File: config.mk
export PLATFORM = sky130hd
export DESIGN_NAME = mix_digest
export DESIGN_NICKNAME = d
export VERILOG_FILES = /design/src/rtl/mix_digest.sv
export SDC_FILE = /design/constraint.sdc
export NUM_CORES = 1
export LEC_CHECK = 0
export ABC_AREA = 1
export CORE_ASPECT_RATIO = 2
export CORE_UTILIZATION = 56
export CTS_CLUSTER_SIZE = 40
export DETAILED_ROUTE_END_ITERATION = 16
export GPL_TIMING_DRIVEN = 0
export PLACE_DENSITY = 0.84
export SLEW_MARGIN = 20
export SYNTH_ARGS = -nofsm -noshare
export SYNTH_HDL_FRONTEND = slang
export SYNTH_SLANG_ARGS = --single-unit
export TNS_END_PERCENT = 50
File: constraint.sdc
create_clock -name clk -period 4.3 [get_ports clk]
set_input_delay 0.645 -clock clk [delete_from_list [all_inputs] [get_ports clk]]
set_output_delay 0.645 -clock clk [all_outputs]
set_load 0.005 [all_outputs]
File: src/rtl/mix_digest.sv
// mix_digest: folds a 256-bit eight-lane snapshot into a running 32-bit digest, one lane per cycle.
// Defining MIX_DIGEST_CLEAR_EN adds a synchronous active-high `clear` input.
module mix_digest #(
    parameter logic [31:0] SEED = 32'h0000_0000,
    parameter int unsigned ROT  = 1
) (
    input  logic         clk,
    input  logic         rst_n,
`ifdef MIX_DIGEST_CLEAR_EN
    input  logic         clear,
`endif
    input  logic         in_valid,
    output logic         in_ready,
    input  logic [255:0] in_data,
    output logic         digest_valid,
    output logic [31:0]  digest,
    output logic [15:0]  block_count
);

    typedef enum logic {
        ST_IDLE,
        ST_FOLD
    } state_e;

    state_e      state_q, state_d;
    logic [31:0] lane_q [8];
    logic [31:0] lane_d [8];
    logic [2:0]  idx_q, idx_d;
    logic [31:0] acc_q, acc_d;
    logic [31:0] digest_q, digest_d;
    logic        digest_valid_q, digest_valid_d;
    logic [15:0] block_count_q, block_count_d;
    logic        clear_w;
    logic [31:0] fold_w;

    function automatic logic [31:0] rotl(input logic [31:0] x);
        return (x << ROT) | (x >> (32 - ROT));
    endfunction

`ifdef MIX_DIGEST_CLEAR_EN
    assign clear_w = clear;
`else
    assign clear_w = 1'b0;
`endif

    assign fold_w = rotl(acc_q) ^ lane_q[idx_q];

    always_comb begin
        state_d        = state_q;
        lane_d         = lane_q;
        idx_d          = idx_q;
        acc_d          = acc_q;
        digest_d       = digest_q;
        digest_valid_d = 1'b0;
        block_count_d  = block_count_q;

        case (state_q)
            ST_IDLE: begin
                if (in_valid) begin
                    for (int unsigned i = 0; i < 8; i++) begin
                        lane_d[i] = in_data[32*i +: 32];
                    end
                    idx_d   = '0;
                    state_d = ST_FOLD;
                end
            end
            ST_FOLD: begin
                acc_d = fold_w;
                idx_d = idx_q + 3'd1;
                if (idx_q == 3'd7) begin
                    digest_d       = fold_w;
                    digest_valid_d = 1'b1;
                    block_count_d  = block_count_q + 16'd1;
                    state_d        = ST_IDLE;
                end
            end
            default: state_d = ST_IDLE;
        endcase

        // clear overrides both a same-cycle handshake and the final fold step
        if (clear_w) begin
            state_d        = ST_IDLE;
            lane_d         = lane_q;
            idx_d          = '0;
            acc_d          = SEED;
            digest_d       = '0;
            digest_valid_d = 1'b0;
            block_count_d  = '0;
        end
    end

    always_ff @(posedge clk or negedge rst_n) begin
        if (!rst_n) begin
            state_q        <= ST_IDLE;
            for (int unsigned i = 0; i < 8; i++) begin
                lane_q[i] <= '0;
            end
            idx_q          <= '0;
            acc_q          <= SEED;
            digest_q       <= '0;
            digest_valid_q <= 1'b0;
            block_count_q  <= '0;
        end else begin
            state_q        <= state_d;
            lane_q         <= lane_d;
            idx_q          <= idx_d;
            acc_q          <= acc_d;
            digest_q       <= digest_d;
            digest_valid_q <= digest_valid_d;
            block_count_q  <= block_count_d;
        end
    end

    assign in_ready     = (state_q == ST_IDLE);
    assign digest_valid = digest_valid_q;
    assign digest       = digest_q;
    assign block_count  = block_count_q;

endmodule

==> run_results.csv <==
group,metric,value,unit
sta,skew,9.332,ps
final_layout,drive_gt1_share,12.31,%
route,drt.antenna.violating_nets,0,
global_route,antenna_found_initial,0,
setup_path,slowest_delay,650,ps
cts,cts_tree,"yes",
cts,cts_made_buffers,30,
setup_path,ff2ff_path_depth,8,
sta,period_minus_slack,2933,ps
cts,clkTransAtPathRegs,70,ps
setup_path,cp.depth,4,
place,dpl_cell_area,0.01954,mm2
route,first_pass_iters,5,
setup_path,endpoint_kind,"primary output",
global_route,gr-total-overflow,0,
cts,clock_latency,580,ps
setup_path,cp_top_family,"buffers and inverters",
setup_path,cp.required,3650,ps
min_path,hold_path.class,"reg -> reg",
power,peakVddDrop,0.4699,mV
sta,hold_viol_final,0,
setup_path,cp.arrival,2290,ps
route,drt_wl_total,53230,um
floorplan,placement_rows,87,
setup_path,cp_slowest_cell,"clkdlybuf4s50_1",
final_layout,multi_input_area,0.006068,mm2
route,drt_iter0_drc,1280,
power,p_per_area,762.4,mW/mm2
floorplan,initial_utilization,56.68,%
cts,cts_sinks,341,
sta,slew_headroom,49.77,%
synthesis,avgSynthCellArea,8.756,um2
synthesis,synth-edff-count,0,
floorplan,ios,309,
cts,postCtsSetupBuffers,0,
synthesis,syn_inst,1818,
setup_path,path_buf_inv,4,
setup_path,critPathLaunchType,"register",
synthesis,ys_top_cells_by_count,"nand2_1 (462), dfrtp_1 (341), nand3_1 (263)",
synthesis,synth.most_common_cell,"nand2_1",
setup_path,path_class,"reg -> out",
route,wl_per_cell,20.95,um
final_layout,fin_area,0.02064,mm2
cts,cts_max_level,1,
synthesis,synth_area,0.01592,mm2
floorplan,placeableCoreArea,0.02808,mm2
power,power,15.73,mW
sta,fin_crit_sh,68.22,%
sta,slew_viol_final,0,
setup_path,cp_cell_sequence,"buf_4 -> inv_2 -> clkbuf_1 -> clkdlybuf4s50_1",
route,vias_per_cell,5.604,
sta,fin_hold_ws,485.1,ps
min_path,min_path_cells,2,
sta,worst_pin_slew,753.4,ps
flow_run,drv_cap,0,
global_route,grt_first_pass_wirelength,79980,um
final_layout,areaGrowthSynthToFinish,29.65,%
sta,fmax,340.9,MHz
cts,cts_root_buf,"clkbuf_16",
cts,cts_buffer_depth,3,
sta,rsz0062_at_grt,"no",
place,place.detailed.hpwl,40500,um
synthesis,synthArstFlopShare,100.0,%
global_route,grt_usage,37.65,%
synthesis,synth.largest_area_cell,"dfrtp_1",
synthesis,ys_ff_latch,341,
final_layout,nNetsFinal,2424,
route,num_vias,14240,
synthesis,syn-num-nets,2080,
global_route,grt_pass1_vias,14580,
sta,setup_viol,0,
power,p_leak,10.12,nW
setup_path,cp_max_fo,10,
floorplan,die_area,0.02915,mm2
route,drc_errors,0,
synthesis,ys.flop_type,"dfrtp_1",
final_layout,utilization,73.49,%
status,status,"finished clean",
synthesis,ys_seq_area_share,53.60,%
floorplan,die_x,121.2,um
synthesis,synth_top_area_share,53.60,%
synthesis,ys_types,32,
place,gp_congestion,0.9578,
final_layout,regArea,0.008533,mm2
final_layout,n_antenna_cell,0,
place,port_buffers,308,
synthesis,yosys_warnings,0,
floorplan,die_h,240.4,um
synthesis,synth.top_cells.by_area,"dfrtp_1 (54%), nand2_1 (11%), mux2_2 (8.7%)",
global_route,grt_max_degree,99,
final_layout,fill_cells,2041,
## layer usage
layer  vias up  share of wire, %  global-route usage [%]  wire length (um)
li1       6485                 -                       -                 -
met5         -                 0                       0                 0
met3       228               6.7                   5.171              3578
met1      6767                32                   39.24             17050
met4         0                10                   34.01              5369
met2       761                51                   64.99             27230
## logic make-up (layout without fill, tap and decap cells)
group                      count (synthesis)  count (layout)  share of synthesized area, %
AOI/OAI and AO/OA                        158             158                         5.070
xor gates and xnor gates                  11              11                        0.6053
DFF                                      341             341                         53.60
muxes                                    123             123                         8.701
adders and majority gates                  3               3                        0.2358
buffers and inverters                    292             659                         8.276
and+or+nand+nor                          890             890                         23.51
## placed cells by master (no fill, tap or decap), drive strengths merged, types with 2 or more instances in the layout
| cell type | Yosys | final |
|---|---|---|
| a21oi | 133 | 133 |
| buf | 84 | 88 |
| bufinv | 0 | 4 |
| clkbuf | 22 | 68 |
| clkdlybuf4s50 | 0 | 307 |
| clkinv | 0 | 4 |
| dfrtp | 341 | 341 |
| ha | 3 | 3 |
| inv | 186 | 187 |
| mux2 | 123 | 123 |
| nand2 | 465 | 465 |
| nand3 | 264 | 264 |
| nand3b | 2 | 2 |
| nand4 | 3 | 3 |
| nor2 | 153 | 153 |
| o211ai | 6 | 6 |
| o21ai | 18 | 18 |
| xnor2 | 3 | 3 |
| xor2 | 8 | 8 |
## worst reg2reg max path, delay by kind of cell (launching register included)
kind,cells,cell delay [ps]
DFF,1,390
buffers and inverters,3,910
and+or+nand+nor,5,970
## per-stage QoR
step                std cells  setup WS, ps  TNS (ps)
finish                   2541          1367         0
floorplan                1818          2712         0
global route             2541          1348         0
CTS                      2541          1384         0
detailed placement       2485          1878         0
global placement         2482        -11770  -3995390
## flip-flops by register name (all words and copies together) (netlist names)
signal,count
state_q,1
idx_q,3
lane_q,256
block_count,16
digest,32
acc_q,32
digest_valid,1
## path summary, 6_finish.rpt
path	from	end	slack, ps
setup / recovery	state_q$_DFF_PN0_	in_ready	1370
hold / removal	digest[16]$_DFFE_PN0P_	digest[16]$_DFFE_PN0P_	490
setup reg to reg	idx_q[1]$_DFFE_PN0P_	digest[16]$_DFFE_PN0P_	1920
hold reg to reg	digest[16]$_DFFE_PN0P_	digest[16]$_DFFE_PN0P_	490
max in group asynchronous	rst_n	lane_q[240]$_DFFE_PN0P_	2430
min in group asynchronous	rst_n	block_count[14]$_DFFE_PN0P_	580
## power by group
part           switching, mW  leakage (nW)  internal (mW)  total, mW
combinational           4.50          5.63           2.80       7.30
clock                   1.23         0.544           1.75       2.97
sequential             0.712          3.94           4.75       5.46
## repair_timing
action                                  in CTS  in global routing
endpoints found under the hold margin        7                  0
hold buffers                                 1                  0
resized for setup                            0                  0
endpoints found under the setup margin       0                  0
## layout make-up
| cell class | instances | area share, % |
|---|---|---|
| plain buffers | 106 | 2.965 |
| repair buffers | 312 | 15.41 |
| inverters | 186 | 3.419 |
| clock inverters | 9 | 0.7336 |
| multi-input cells | 1185 | 29.40 |
| well taps | 356 | 2.158 |
| flip-flops and latches | 341 | 41.35 |
| clock buffers | 46 | 4.565 |
(Power assumes the default switching activity.)
